File: config.mk
export PLATFORM = sky130hd
export DESIGN_NAME = rgb_digit_sched_flat
export DESIGN_NICKNAME = d
export VERILOG_FILES = /design/src/rtl/rgb_digit_pkg.sv /design/src/rtl/rgb_digit_sched_if.sv /design/src/rtl/rgb_digit_sched_bin2bcd8.sv /design/src/rtl/rgb_digit_sched.sv /design/src/flat_wrapper.sv
export SDC_FILE = /design/constraint.sdc
export NUM_CORES = 1
export LEC_CHECK = 0
export ABC_AREA = 1
export CORE_UTILIZATION = 31
export DETAILED_ROUTE_END_ITERATION = 6
export DONT_BUFFER_PORTS = 1
export HOLD_SLACK_MARGIN = 0.03
export PLACE_DENSITY = 0.5
export SLEW_MARGIN = 10
export SYNTH_ARGS = -nofsm -noshare
export SYNTH_HDL_FRONTEND = slang
export SYNTH_SLANG_ARGS = --single-unit
export TNS_END_PERCENT = 1
File: constraint.sdc
create_clock -name clk -period 5.9 [get_ports clk]
set_input_delay 1.18 -clock clk [delete_from_list [all_inputs] [get_ports clk]]
set_output_delay 1.18 -clock clk [all_outputs]
set_load 0.01 [all_outputs]
File: src/rtl/rgb_digit_pkg.sv
// Shared constants and types for the RGB digit scheduler.
// Contents: slot/glyph geometry, FSM state type, digit storage type and the
// leading-zero blanking helper used when RGB_DIGIT_LEAD_BLANK_EN is defined.
package rgb_digit_pkg;

  localparam int NUM_CH     = 3;
  localparam int DIG_PER_CH = 3;
  localparam int NUM_SLOT   = NUM_CH * DIG_PER_CH;
  localparam int GLYPH_W    = 16;
  localparam int GLYPH_H    = 16;
  // Accept cycle to line_done cycle distance.
  localparam int FETCH_LAT  = 11;
  localparam int CONV_CYC   = 8;

  typedef enum logic [1:0] {IDLE, CONV, FETCH, DONE} state_e;

  // Slot order per channel: hundreds, tens, units (slot 0 = R hundreds).
  typedef logic [NUM_SLOT-1:0][3:0] digits_t;

  // A hundreds digit of 0 is blank; a tens digit of 0 is blank only when
  // its hundreds digit is also 0. Units digits are never blank.
  function automatic logic lead_blank(input digits_t d, input logic [3:0] k);
    logic b;
    b = 1'b0;
    case (k)
      4'd0, 4'd3, 4'd6: b = (d[k] == 4'd0);
      4'd1, 4'd4, 4'd7: b = (d[k] == 4'd0) && (d[k-4'd1] == 4'd0);
      default:          b = 1'b0;
    endcase
    return b;
  endfunction

endpackage

File: src/rtl/rgb_digit_sched_if.sv
// Bus bundle for rgb_digit_sched.
//   val_r/g/b, val_load, val_ready : value load handshake
//   line_req, row_idx, line_done   : glyph row fetch handshake
//   rom_en, rom_addr, rom_data     : shared glyph ROM port (1-cycle latency)
//   char_rows                      : 9 committed glyph rows, slot k at [16k+15:16k]
// slave = the scheduler, master = its environment.
interface rgb_digit_sched_if;
  import rgb_digit_pkg::*;

  logic [7:0]                  val_r, val_g, val_b;
  logic                        val_load;
  logic                        val_ready;
  logic                        line_req;
  logic [3:0]                  row_idx;
  logic                        rom_en;
  logic [7:0]                  rom_addr;
  logic [GLYPH_W-1:0]          rom_data;
  logic [NUM_SLOT*GLYPH_W-1:0] char_rows;
  logic                        line_done;

  modport slave (
    input  val_r, val_g, val_b, val_load, line_req, row_idx, rom_data,
    output val_ready, rom_en, rom_addr, char_rows, line_done
  );

  modport master (
    output val_r, val_g, val_b, val_load, line_req, row_idx, rom_data,
    input  val_ready, rom_en, rom_addr, char_rows, line_done
  );

endinterface

File: src/rtl/rgb_digit_sched_bin2bcd8.sv
// bin2bcd8: 8-bit binary to 3-digit BCD, sequential shift-add-3.
// Ports: clk, rst_n (async low), start_i loads bin_i, step_i runs one
// iteration; bcd_next_o is the BCD field as it will be after the current
// step, so the owner can commit on the 8th step cycle without an extra cycle.
module bin2bcd8 (
  input  logic        clk,
  input  logic        rst_n,
  input  logic        start_i,
  input  logic        step_i,
  input  logic [7:0]  bin_i,
  output logic [11:0] bcd_next_o
);

  // [19:8] BCD field, [7:0] binary still to be shifted in
  logic [19:0] sr_q, sr_d;

  always_comb begin
    sr_d = sr_q;
    for (int n = 0; n < 3; n++) begin
      if (sr_d[8+4*n +: 4] >= 4'd5) sr_d[8+4*n +: 4] = sr_d[8+4*n +: 4] + 4'd3;
    end
    sr_d = {sr_d[18:0], 1'b0};
  end

  assign bcd_next_o = sr_d[19:8];

  always_ff @(posedge clk or negedge rst_n) begin
    if (!rst_n)       sr_q <= '0;
    else if (start_i) sr_q <= {12'd0, bin_i};
    else if (step_i)  sr_q <= sr_d;
  end

endmodule

File: src/rtl/rgb_digit_sched.sv
// rgb_digit_sched: converts three 8-bit channel values to decimal digits and
// fetches the glyph row of each of the 9 digits from a shared ROM, publishing
// all 9 rows atomically with a line_done pulse.
// Ports: clk, rst_n (async low), bus (rgb_digit_sched_if.slave).
// Option: RGB_DIGIT_LEAD_BLANK_EN blanks leading zero hundreds/tens digits
// (slot loaded with 0, no ROM read, timing unchanged).
module rgb_digit_sched
  import rgb_digit_pkg::*;
(
  input  logic               clk,
  input  logic               rst_n,
  rgb_digit_sched_if.slave   bus
);

  state_e  state_q, state_d;
  logic [3:0] cnt_q, cnt_d;
  logic [3:0] row_q;
  logic       arm_q;
  digits_t    digits_q, commit_dig;
  logic [NUM_SLOT-1:0][GLYPH_W-1:0] shadow_q, shadow_d, rows_q;

  logic conv_start, conv_step, commit, fetch_go, publish;
  logic blank_issue, blank_cap;
  logic [NUM_CH-1:0][7:0]  val;
  logic [NUM_CH-1:0][11:0] bcd_next;

  assign val = {bus.val_b, bus.val_g, bus.val_r};

  for (genvar c = 0; c < NUM_CH; c++) begin : g_conv
    bin2bcd8 u_conv (
      .clk        (clk),
      .rst_n      (rst_n),
      .start_i    (conv_start),
      .step_i     (conv_step),
      .bin_i      (val[c]),
      .bcd_next_o (bcd_next[c])
    );
    assign commit_dig[c*DIG_PER_CH+0] = bcd_next[c][11:8];
    assign commit_dig[c*DIG_PER_CH+1] = bcd_next[c][7:4];
    assign commit_dig[c*DIG_PER_CH+2] = bcd_next[c][3:0];
  end

  // Issue slot is cnt_q; the slot whose data is on rom_data is cnt_q-1.
`ifdef RGB_DIGIT_LEAD_BLANK_EN
  assign blank_issue = lead_blank(digits_q, cnt_q);
  assign blank_cap   = lead_blank(digits_q, cnt_q - 4'd1);
`else
  assign blank_issue = 1'b0;
  assign blank_cap   = 1'b0;
`endif

  always_comb begin
    state_d       = state_q;
    cnt_d         = cnt_q;
    conv_start    = 1'b0;
    conv_step     = 1'b0;
    commit        = 1'b0;
    fetch_go      = 1'b0;
    publish       = 1'b0;
    bus.val_ready = 1'b0;
    bus.rom_en    = 1'b0;
    bus.rom_addr  = 8'd0;
    bus.line_done = 1'b0;
    case (state_q)
      IDLE: begin
        bus.val_ready = 1'b1;
        // A fetch request beats a simultaneous load; the load is dropped.
        if (bus.line_req && arm_q) begin
          state_d  = FETCH;
          cnt_d    = 4'd0;
          fetch_go = 1'b1;
        end else if (bus.val_load) begin
          state_d    = CONV;
          cnt_d      = 4'd0;
          conv_start = 1'b1;
        end
      end
      CONV: begin
        conv_step = 1'b1;
        cnt_d     = cnt_q + 4'd1;
        if (cnt_q == 4'(CONV_CYC-1)) begin
          commit  = 1'b1;
          state_d = IDLE;
          cnt_d   = 4'd0;
        end
      end
      FETCH: begin
        if (cnt_q < 4'(NUM_SLOT) && !blank_issue) begin
          bus.rom_en   = 1'b1;
          bus.rom_addr = {digits_q[cnt_q], row_q};
        end
        cnt_d = cnt_q + 4'd1;
        // Last cycle captures slot 8 and publishes in the same edge.
        if (cnt_q == 4'(FETCH_LAT-2)) begin
          publish = 1'b1;
          state_d = DONE;
          cnt_d   = 4'd0;
        end
      end
      DONE: begin
        bus.line_done = 1'b1;
        state_d       = IDLE;
      end
      default: state_d = IDLE;
    endcase
  end

  always_comb begin
    shadow_d = shadow_q;
    if (state_q == FETCH && cnt_q != 4'd0)
      shadow_d[cnt_q-4'd1] = blank_cap ? '0 : bus.rom_data;
  end

  assign bus.char_rows = rows_q;

  always_ff @(posedge clk or negedge rst_n) begin
    if (!rst_n) begin
      state_q  <= IDLE;
      cnt_q    <= '0;
      row_q    <= '0;
      arm_q    <= 1'b1;
      digits_q <= '0;
      shadow_q <= '0;
      rows_q   <= '0;
    end else begin
      state_q  <= state_d;
      cnt_q    <= cnt_d;
      shadow_q <= shadow_d;
      if (fetch_go) row_q    <= bus.row_idx;
      if (commit)   digits_q <= commit_dig;
      if (publish)  rows_q   <= shadow_d;
      // One fetch per rising request: re-arm only after line_req drops.
      if (!bus.line_req) arm_q <= 1'b1;
      else if (fetch_go) arm_q <= 1'b0;
    end
  end

endmodule

File: src/flat_wrapper.sv
// flat-port wrapper written by rule: the top's interface ports become plain ports
module rgb_digit_sched_flat import rgb_digit_pkg::*;
  (clk, rst_n, bus_val_r, bus_val_g, bus_val_b, bus_val_load, bus_line_req, bus_row_idx, bus_rom_data, bus_val_ready, bus_rom_en, bus_rom_addr, bus_char_rows, bus_line_done);
  rgb_digit_sched_if bus_i ();
  input  logic clk;
  input  logic rst_n;
  input wire logic [$bits(bus_i.val_r)-1:0] bus_val_r;
  input wire logic [$bits(bus_i.val_g)-1:0] bus_val_g;
  input wire logic [$bits(bus_i.val_b)-1:0] bus_val_b;
  input wire logic [$bits(bus_i.val_load)-1:0] bus_val_load;
  input wire logic [$bits(bus_i.line_req)-1:0] bus_line_req;
  input wire logic [$bits(bus_i.row_idx)-1:0] bus_row_idx;
  input wire logic [$bits(bus_i.rom_data)-1:0] bus_rom_data;
  output wire logic [$bits(bus_i.val_ready)-1:0] bus_val_ready;
  output wire logic [$bits(bus_i.rom_en)-1:0] bus_rom_en;
  output wire logic [$bits(bus_i.rom_addr)-1:0] bus_rom_addr;
  output wire logic [$bits(bus_i.char_rows)-1:0] bus_char_rows;
  output wire logic [$bits(bus_i.line_done)-1:0] bus_line_done;
  assign bus_i.val_r = bus_val_r;
  assign bus_i.val_g = bus_val_g;
  assign bus_i.val_b = bus_val_b;
  assign bus_i.val_load = bus_val_load;
  assign bus_i.line_req = bus_line_req;
  assign bus_i.row_idx = bus_row_idx;
  assign bus_i.rom_data = bus_rom_data;
  assign bus_val_ready = bus_i.val_ready;
  assign bus_rom_en = bus_i.rom_en;
  assign bus_rom_addr = bus_i.rom_addr;
  assign bus_char_rows = bus_i.char_rows;
  assign bus_line_done = bus_i.line_done;
  rgb_digit_sched u_core (.clk(clk), .rst_n(rst_n), .bus(bus_i));
endmodule
==> qor.csv <==
stage;metric;value;unit
worst_setup_path;crit_path_end_kind;output pin;
global_route;grt_pass1_vias;13056;
floorplanning;die_area;0.0579;sq mm
route;drc_errors;0;
final_layout;final_util;0.352;
global_route;antenna_found_initial;1;
final_layout;seqCellArea;0.00989;sq mm
placed_design;place_hpwl;30300;microns
synthesis;synth_nets;2105;
global_route;gr-total-overflow;0;
worst_setup_path;cp-start-kind;flop;
worst_hold_path;hold_class;in -> async;
synthesis;syn_area;0.0177;sq mm
worst_setup_path;cp_max_fo;25;
sta;hold_viol_final;0;
sta;period_minus_slack;4270;ps
synthesis;synth_seq_area_share;0.560;
clocking;insertion_delay;590;ps
sta;finalSetupViolations;0;
final_layout;n_fill_cell;5886;
clocking;cts_tree;yes;
synthesis;netlist_instances;2031;
clocking;cts_max_path_buffers;3;
synthesis;synth_common_cells;621 x nand2_1, 394 x dfrtp_1, 223 x inv_1;
final_layout;drive_gt1_frac;0.0568;
synthesis;syn_avg_cell_area;8.70;sq um
run_status;status;completed;
synthesis;synthTopCellsByArea;dfrtp_1 56%, nand2_1 13%, nand3_1 5.0%;
synthesis;synth_top_area_cell;dfrtp_1;
sta;worst_pin_slew;1260;ps
pwr;power_density;375;mW/mm^2
floorplanning;die_y;241;microns
clocking;cts_buffers;47;
synthesis;ys.flop_type;dfrtp_1;
sta;clock_skew;28.4;ps
clocking;cts.sinks;395;
synthesis;ys_async_sr_fraction;1.00;
final_layout;final_nets;2061;
placed_design;numPortBuffers;0;
worst_setup_path;rrSetupSlack;2190;ps
clocking;holdBufCountCts;0;
final_layout;multi_input_area;0.00640;sq mm
worst_setup_path;cp.required;4720;ps
synthesis;synth_edf_count;0;
route;wirelength;50600;microns
sta;maxSlewViolCount;0;
worst_setup_path;r2r_start;u_core.cnt_q[0];
final_layout;areaGrowthSynthToFinish;12.3;%
synthesis;synth.most_common_cell;nand2_1;
clocking;cts-root-buf;clkbuf_16;
synthesis;yosysUniqueCellTypes;32;
floorplanning;die_x;241;microns
placed_design;place.gp.congestion;0.817;
clocking;clkSlewWorstSetupHoldPaths;60;ps
floorplanning;rows;87;
global_route;grt_pass1_wl;78500;microns
worst_setup_path;arrival;3090;ps
worst_setup_path;rr_worst_depth;9;
sta;fmax;234;MHz
route;drtIter0Drc;1078;
clocking;cts-resized-gates;0;
clocking;cts_setup_buffers;0;
worst_setup_path;r2r_end;u_core.bus.char_rows[6];
floorplanning;core_region_area;0.0564;sq mm
route;via_per_inst;4.78;
route;dr_total_vias;13296;
worst_setup_path;crit_type;reg -> out;
sta;relSlewSlack;0.159;
synthesis;yosysWarnings;0;
flow_run;maxCapViolCount;0;
route;firstDrtPassIters;5;
route;wl_per_cell;18.2;microns
global_route;track_usage;0.175;
sta;rsz0062_at_grt;no;
clocking;htree_levels;2;
final_layout;num_antenna_cells;0;
floorplanning;ios;203;
global_route;grt_max_degree;396;
sta;fin_crit_sh;0.723;
synthesis;synth_top_area_share;0.558;
synthesis;ys_ff_latch;395;
floorplanning;start_util;0.313;
pwr;peakVddDrop;0.000283;V
sta;setup_tns;0;ps
route;drtAntennaViolNets;0;
pwr;p_leak;9.41;nW
## cell usage in the layout, fill, tap and decap left out, drive strengths merged, types with 26 or more instances in the layout
| cell | synthesis | final |
|---|---|---|
| clkinv | 17 | 28 |
| clkbuf | 47 | 68 |
| nand3 | 184 | 184 |
| o22ai | 30 | 30 |
| and2 | 128 | 128 |
| nand2 | 622 | 622 |
| dfrtp | 394 | 394 |
| ha | 26 | 26 |
| o21ai | 103 | 103 |
| inv | 228 | 230 |
| nor2 | 27 | 27 |
| nand4 | 115 | 115 |
## worst max-delay path, stage by stage (launching register included)
cell and delay, ps:
dfrtp_1 650, inv_1 470, ha_1 420, a21oi_1 200
nor2_1 410, inv_1 170, nor2_1 220
## report_power, final
group	total (mW)	internal (mW)	switching (mW)
combinational	1.37	0.354	1.02
sequential	3.06	2.94	0.114
clock	3.02	1.81	1.21
total	7.45	5.10	2.34
## kinds of logic (layout without fill, tap and decap cells)
group,Yosys count,after routing,share of synthesized area
buffers and inverters,347,340,0.0796
AND/OR/NAND/NOR,1083,1083,0.282
adder cells (fa/ha/maj),26,26,0.0184
AO/OA/AOI/OAI,170,170,0.0548
flip-flops,395,395,0.560
XOR/XNOR,10,10,0.00602
## registers in the layout, summed over array words and instances (netlist names)
name and count:
u_core.arm_q 1, u_core.bus.char_rows 144, u_core.cnt_q 4, u_core.digits_q 36, u_core.g_conv.u_conv.sr_q 60, u_core.row_q 4, u_core.shadow_q 144, u_core.state_q 2
## final cells by class
class | count | area share
Multi-Input combinational cell | 1289 | 0.323
Clock inverter | 18 | 0.0108
Tap cell | 756 | 0.0477
Sequential cell | 395 | 0.498
Inverter | 245 | 0.0466
Timing Repair Buffer | 9 | 0.00404
Clock buffer | 68 | 0.0698
## worst max-delay path by stage
stage	from	end	slack (ps)	cells past startpoint
after floorplan	u_core.cnt_q[0]	bus_rom_addr[0]	2770	7
after global placement	u_core.cnt_q[1]	u_core.bus.char_rows[93]	2270	9
after detailed placement	u_core.cnt_q[0]	u_core.bus.char_rows[13]	2180	9
after CTS	u_core.cnt_q[0]	bus_rom_addr[1]	1600	6
after global routing	u_core.cnt_q[0]	bus_rom_addr[0]	1290	6
final	u_core.cnt_q[0]	bus_rom_addr[1]	1630	6
## through the flow
stage / std cells / hold WS, ps / power (mW) / setup slack [ps] / cell area [sq um]
floorplan: 2031 / 444 / 4.14 / 2770 / 17700
finish: 2780 / 301 / 7.45 / 1630 / 19800
CTS: 2780 / 242 / 7.53 / 1600 / 19800
global route: 2780 / 266 / 7.82 / 1290 / 19800
global placement: 2694 / 459 / 4.43 / 2270 / 18200
detailed placement: 2694 / 467 / 4.47 / 2180 / 18200
## layer usage
metal  global-route usage  share of wire  vias to the layer above
met5                    0        0.00026                        -
met4               0.0517          0.026                        2
met3               0.0514          0.075                       83
met2                0.262           0.44                      341
met1                0.244           0.46                     6441
li1                     -              -                     6429
(Power assumes the default switching activity.)
==> patch 1 (config.mk and constraints unchanged) <==
Encoding of `state_e`: now one-hot (4 bits for 4 states).
--- a/src/rtl/rgb_digit_pkg.sv
+++ b/src/rtl/rgb_digit_pkg.sv
@@ -12,7 +12,7 @@
   localparam int FETCH_LAT  = 11;
   localparam int CONV_CYC   = 8;
 
-  typedef enum logic [1:0] {IDLE, CONV, FETCH, DONE} state_e;
+  typedef enum logic [3:0] {IDLE = 4'b0001, CONV = 4'b0010, FETCH = 4'b0100, DONE = 4'b1000} state_e;
 
   // Slot order per channel: hundreds, tens, units (slot 0 = R hundreds).
   typedef logic [NUM_SLOT-1:0][3:0] digits_t;
Behaviour: no difference found for any inputs over 4 cycles, from zero or initial values and one cycle with rst_n low; so few cycles prove little.
==> patch 1 against the original RTL <==
Synthesized area is 2.9% higher; largest cell class unchanged; wire length is 1.6% higher; critical endpoint is now bus_rom_addr[6]; largest power group unchanged; cell area is 2.3% higher; worst setup slack worse by 0.35 ns; sequential cell count is 2 higher; total power is 15% higher; critical path type unchanged; sequential share of layout area is 0.87 points lower; global-route usage is 0.21 points lower.
==> patch 1: results <==
INSERT INTO impl_metrics (metric_group, metric, value, unit) VALUES
('place', 'final_weighted_congestion_in_routability_driven_placement', '0.817', ''),
('place', 'preCtsSetupSlack', '1.79', 'ns'),
('global_route', 'grt_first_pass_wirelength', '79900', 'µm'),
('final_layout', 'clock_buffer_count', '66', ''),
('detailed_routing', 'viasPerCell', '4.76', ''),
('critical_path', 'crit_path_max_incr_delay', '0.79', 'ns'),
('critical_path', 'r2r_cells', '7', ''),
('detailed_routing', 'totalWireLength', '51400', 'µm'),
('critical_path', 'worst-endpoint-arrival', '3.44', 'ns'),
('final_layout', 'fillers', '5922', ''),
('synthesis', 'portion_of_the_post_synthesis_area_used_by_sequential_elements', '0.547', ''),
('synthesis', 'synth_compound_gate_area_share', '0.123', ''),
('status', 'run_status', 'finished, final reports clean', ''),
('final_layout', 'multi_input_comb_area', '7220', 'µm²'),
('global_route', 'pin_count_of_the_biggest_net_entering_global_routing', '398', ''),
('final_layout', 'layout.area.seq', '9940', 'µm²'),
('clock_tree', 'insertion_delay', '0.61', 'ns'),
('final_layout', 'multi_input_area_share', '0.356', ''),
('synthesis', 'synth.lib_cells_used.distinct', '37', ''),
('final_layout', 'inv_count', '114', '');
## patch 1: cell count changes in the layout (fill, tap and decap cells not counted), sizes merged, moves of 7 or more
| cell | before | now |
|---|---|---|
| inv | 230 | 97 |
| o21bai | 0 | 128 |
| nand4 | 115 | 1 |
| nand2 | 622 | 667 |
| nor2 | 27 | 40 |
| o211ai | 9 | 20 |
| o221ai | 11 | 0 |
| nand3 | 184 | 176 |
| o21ai | 103 | 110 |
## patch 1: worst max path at each step
stage / startpoint / end / slack [ns] / depth (start not counted)
after floorplan: u_core.cnt_q[0] / bus_rom_addr[4] / 2.76 / 11
after global placement: u_core.cnt_q[0] / u_core.bus.char_rows[15] / 1.96 / 8
after detailed placement: u_core.cnt_q[0] / u_core.shadow_q[128] / 1.79 / 7
after CTS: u_core.cnt_q[0] / bus_rom_addr[5] / 1.27 / 8
after global routing: u_core.cnt_q[0] / bus_rom_addr[5] / 0.96 / 8
final: u_core.cnt_q[0] / bus_rom_addr[6] / 1.28 / 8
## patch 1: per-layer routing
metal  vias to the layer above  track usage  part of all wire
met5                         -            0           0.00025
met4                         2       0.0412             0.019
met3                        61       0.0525             0.069
met2                       284        0.276              0.47
met1                      6371        0.229              0.44
li1                       6289            -                 -
## patch 1: logic make-up (layout without fill, tap and decap cells)
family / after synthesis / in the layout
AO/OA/AOI/OAI: 304 / 304
XOR/XNOR: 10 / 10
adder cells (fa/ha/maj): 24 / 24
buffers and inverters: 213 / 209
flip-flops: 397 / 397
other: 0 / 2
AND/OR/NAND/NOR: 1020 / 1020
## patch 1: power breakdown
group          leakage (µW)  internal [µW]  switching [µW]  total, µW
Combinational       0.00361            700            1160       1860
Sequential          0.00470           3290             326       3610
Clock              0.000814           1890            1200       3100
Total               0.00912           5880            2690       8570
==> patch 2 (config.mk and constraints unchanged) <==
Without the edit above. Add a define of `RGB_DIGIT_LEAD_BLANK_EN`.
--- a/src/rtl/rgb_digit_sched.sv
+++ b/src/rtl/rgb_digit_sched.sv
@@ -4,6 +4,8 @@
 // Ports: clk, rst_n (async low), bus (rgb_digit_sched_if.slave).
 // Option: RGB_DIGIT_LEAD_BLANK_EN blanks leading zero hundreds/tens digits
 // (slot loaded with 0, no ROM read, timing unchanged).
+`define RGB_DIGIT_LEAD_BLANK_EN
+
 module rgb_digit_sched
   import rgb_digit_pkg::*;
 (
Behaviour: not the same (Yosys sat finds a counterexample within 4 cycles, from zero or initial values and one cycle with rst_n low).
==> patch 2 against the original RTL <==
Worst hold slack got worse by 0.0011 ns; cell count fell by 0.22%; utilization hardly changed; synthesized area up 3.8%; wire length shrank 5.0%; worst setup slack worse by 0.42 ns; count of clock-buffer cells in the layout fell by 2; largest cell class unchanged; sequential cell count stayed put; total power grew 16%; highest routed layer is now met4; cell area up 2.9%.
==> patch 2: results <==
INSERT INTO impl_metrics (metric_group, metric, value, unit) VALUES
('status', 'run_status', 'finished, final reports clean', ''),
('pwr', 'ir_worst_vdd', '0.211', 'mV'),
('critical_path', 'regToRegEndpoint', 'u_core.shadow_q[51]', ''),
('detailed_routing', 'topRoutingLayerUsed', 'met4', ''),
('critical_path', 'cpLargestDelayFamily', 'simple AND/OR/NAND/NOR gates', ''),
('detailed_routing', 'detail_route.iter0.violations', '866', ''),
('critical_path', 'cp_max_fo', '14', ''),
('critical_path', 'worst-endpoint-arrival', '3.51', 'ns'),
('synthesis', 'mappedNetlistNets', '2111', ''),
('detailed_routing', 'met3_wirelength', '2820', 'µm'),
('place', 'final_weighted_congestion_in_routability_driven_placement', '0.815', ''),
('place', 'dpl.cell_count', '2690', ''),
('detailed_routing', 'wl_met2', '21900', 'µm'),
('detailed_routing', 'detail_route.wl_per_cell', '17.3', 'µm'),
('synthesis', 'synth_top_cells_by_count', 'sky130_fd_sc_hd__nand2_1, sky130_fd_sc_hd__dfrtp_1, sky130_fd_sc_hd__nand3_1', ''),
('global_route', 'grt_use_met1', '0.222', ''),
('critical_path', 'r2r_cells', '13', ''),
('global_route', 'grt_first_pass_wirelength', '76300', 'µm'),
('synthesis', 'netlist_top_cells_area', 'sky130_fd_sc_hd__dfrtp_1, sky130_fd_sc_hd__nand2_1, sky130_fd_sc_hd__or2_2', ''),
('critical_path', 'reg2reg_setup_slack', '2.06', 'ns');
patch 2: cell type report:
class	count	area share
clock inverters	18	0.0121
repair buffers	10	0.00368
inverters	128	0.0238
flip-flops and latches	395	0.484
clock buffers	66	0.0665
multi-input cells	1392	0.363
well taps	765	0.0469
patch 2: power by group through the flow:
stage | Clock, µW | Combinational, µW | Sequential, µW
6_report | 2990 | 2430 | 3210
5_1_grt | 3210 | 2720 | 3250
4_1_cts | 3110 | 2480 | 3210
3_5_place_dp | 0 | 2470 | 3250
3_3_place_gp | 0 | 2410 | 3240
2_1_floorplan | 0 | 1890 | 3210
patch 2: cell families after synthesis:
kind of cell / after synthesis / synth area share
AND/OR/NAND/NOR: 1031 / 0.259
flip-flops: 395 / 0.539
AO/OA/AOI/OAI: 314 / 0.114
buffers and inverters: 246 / 0.0600
adder cells (fa/ha/maj): 30 / 0.0205
XOR/XNOR: 17 / 0.00812
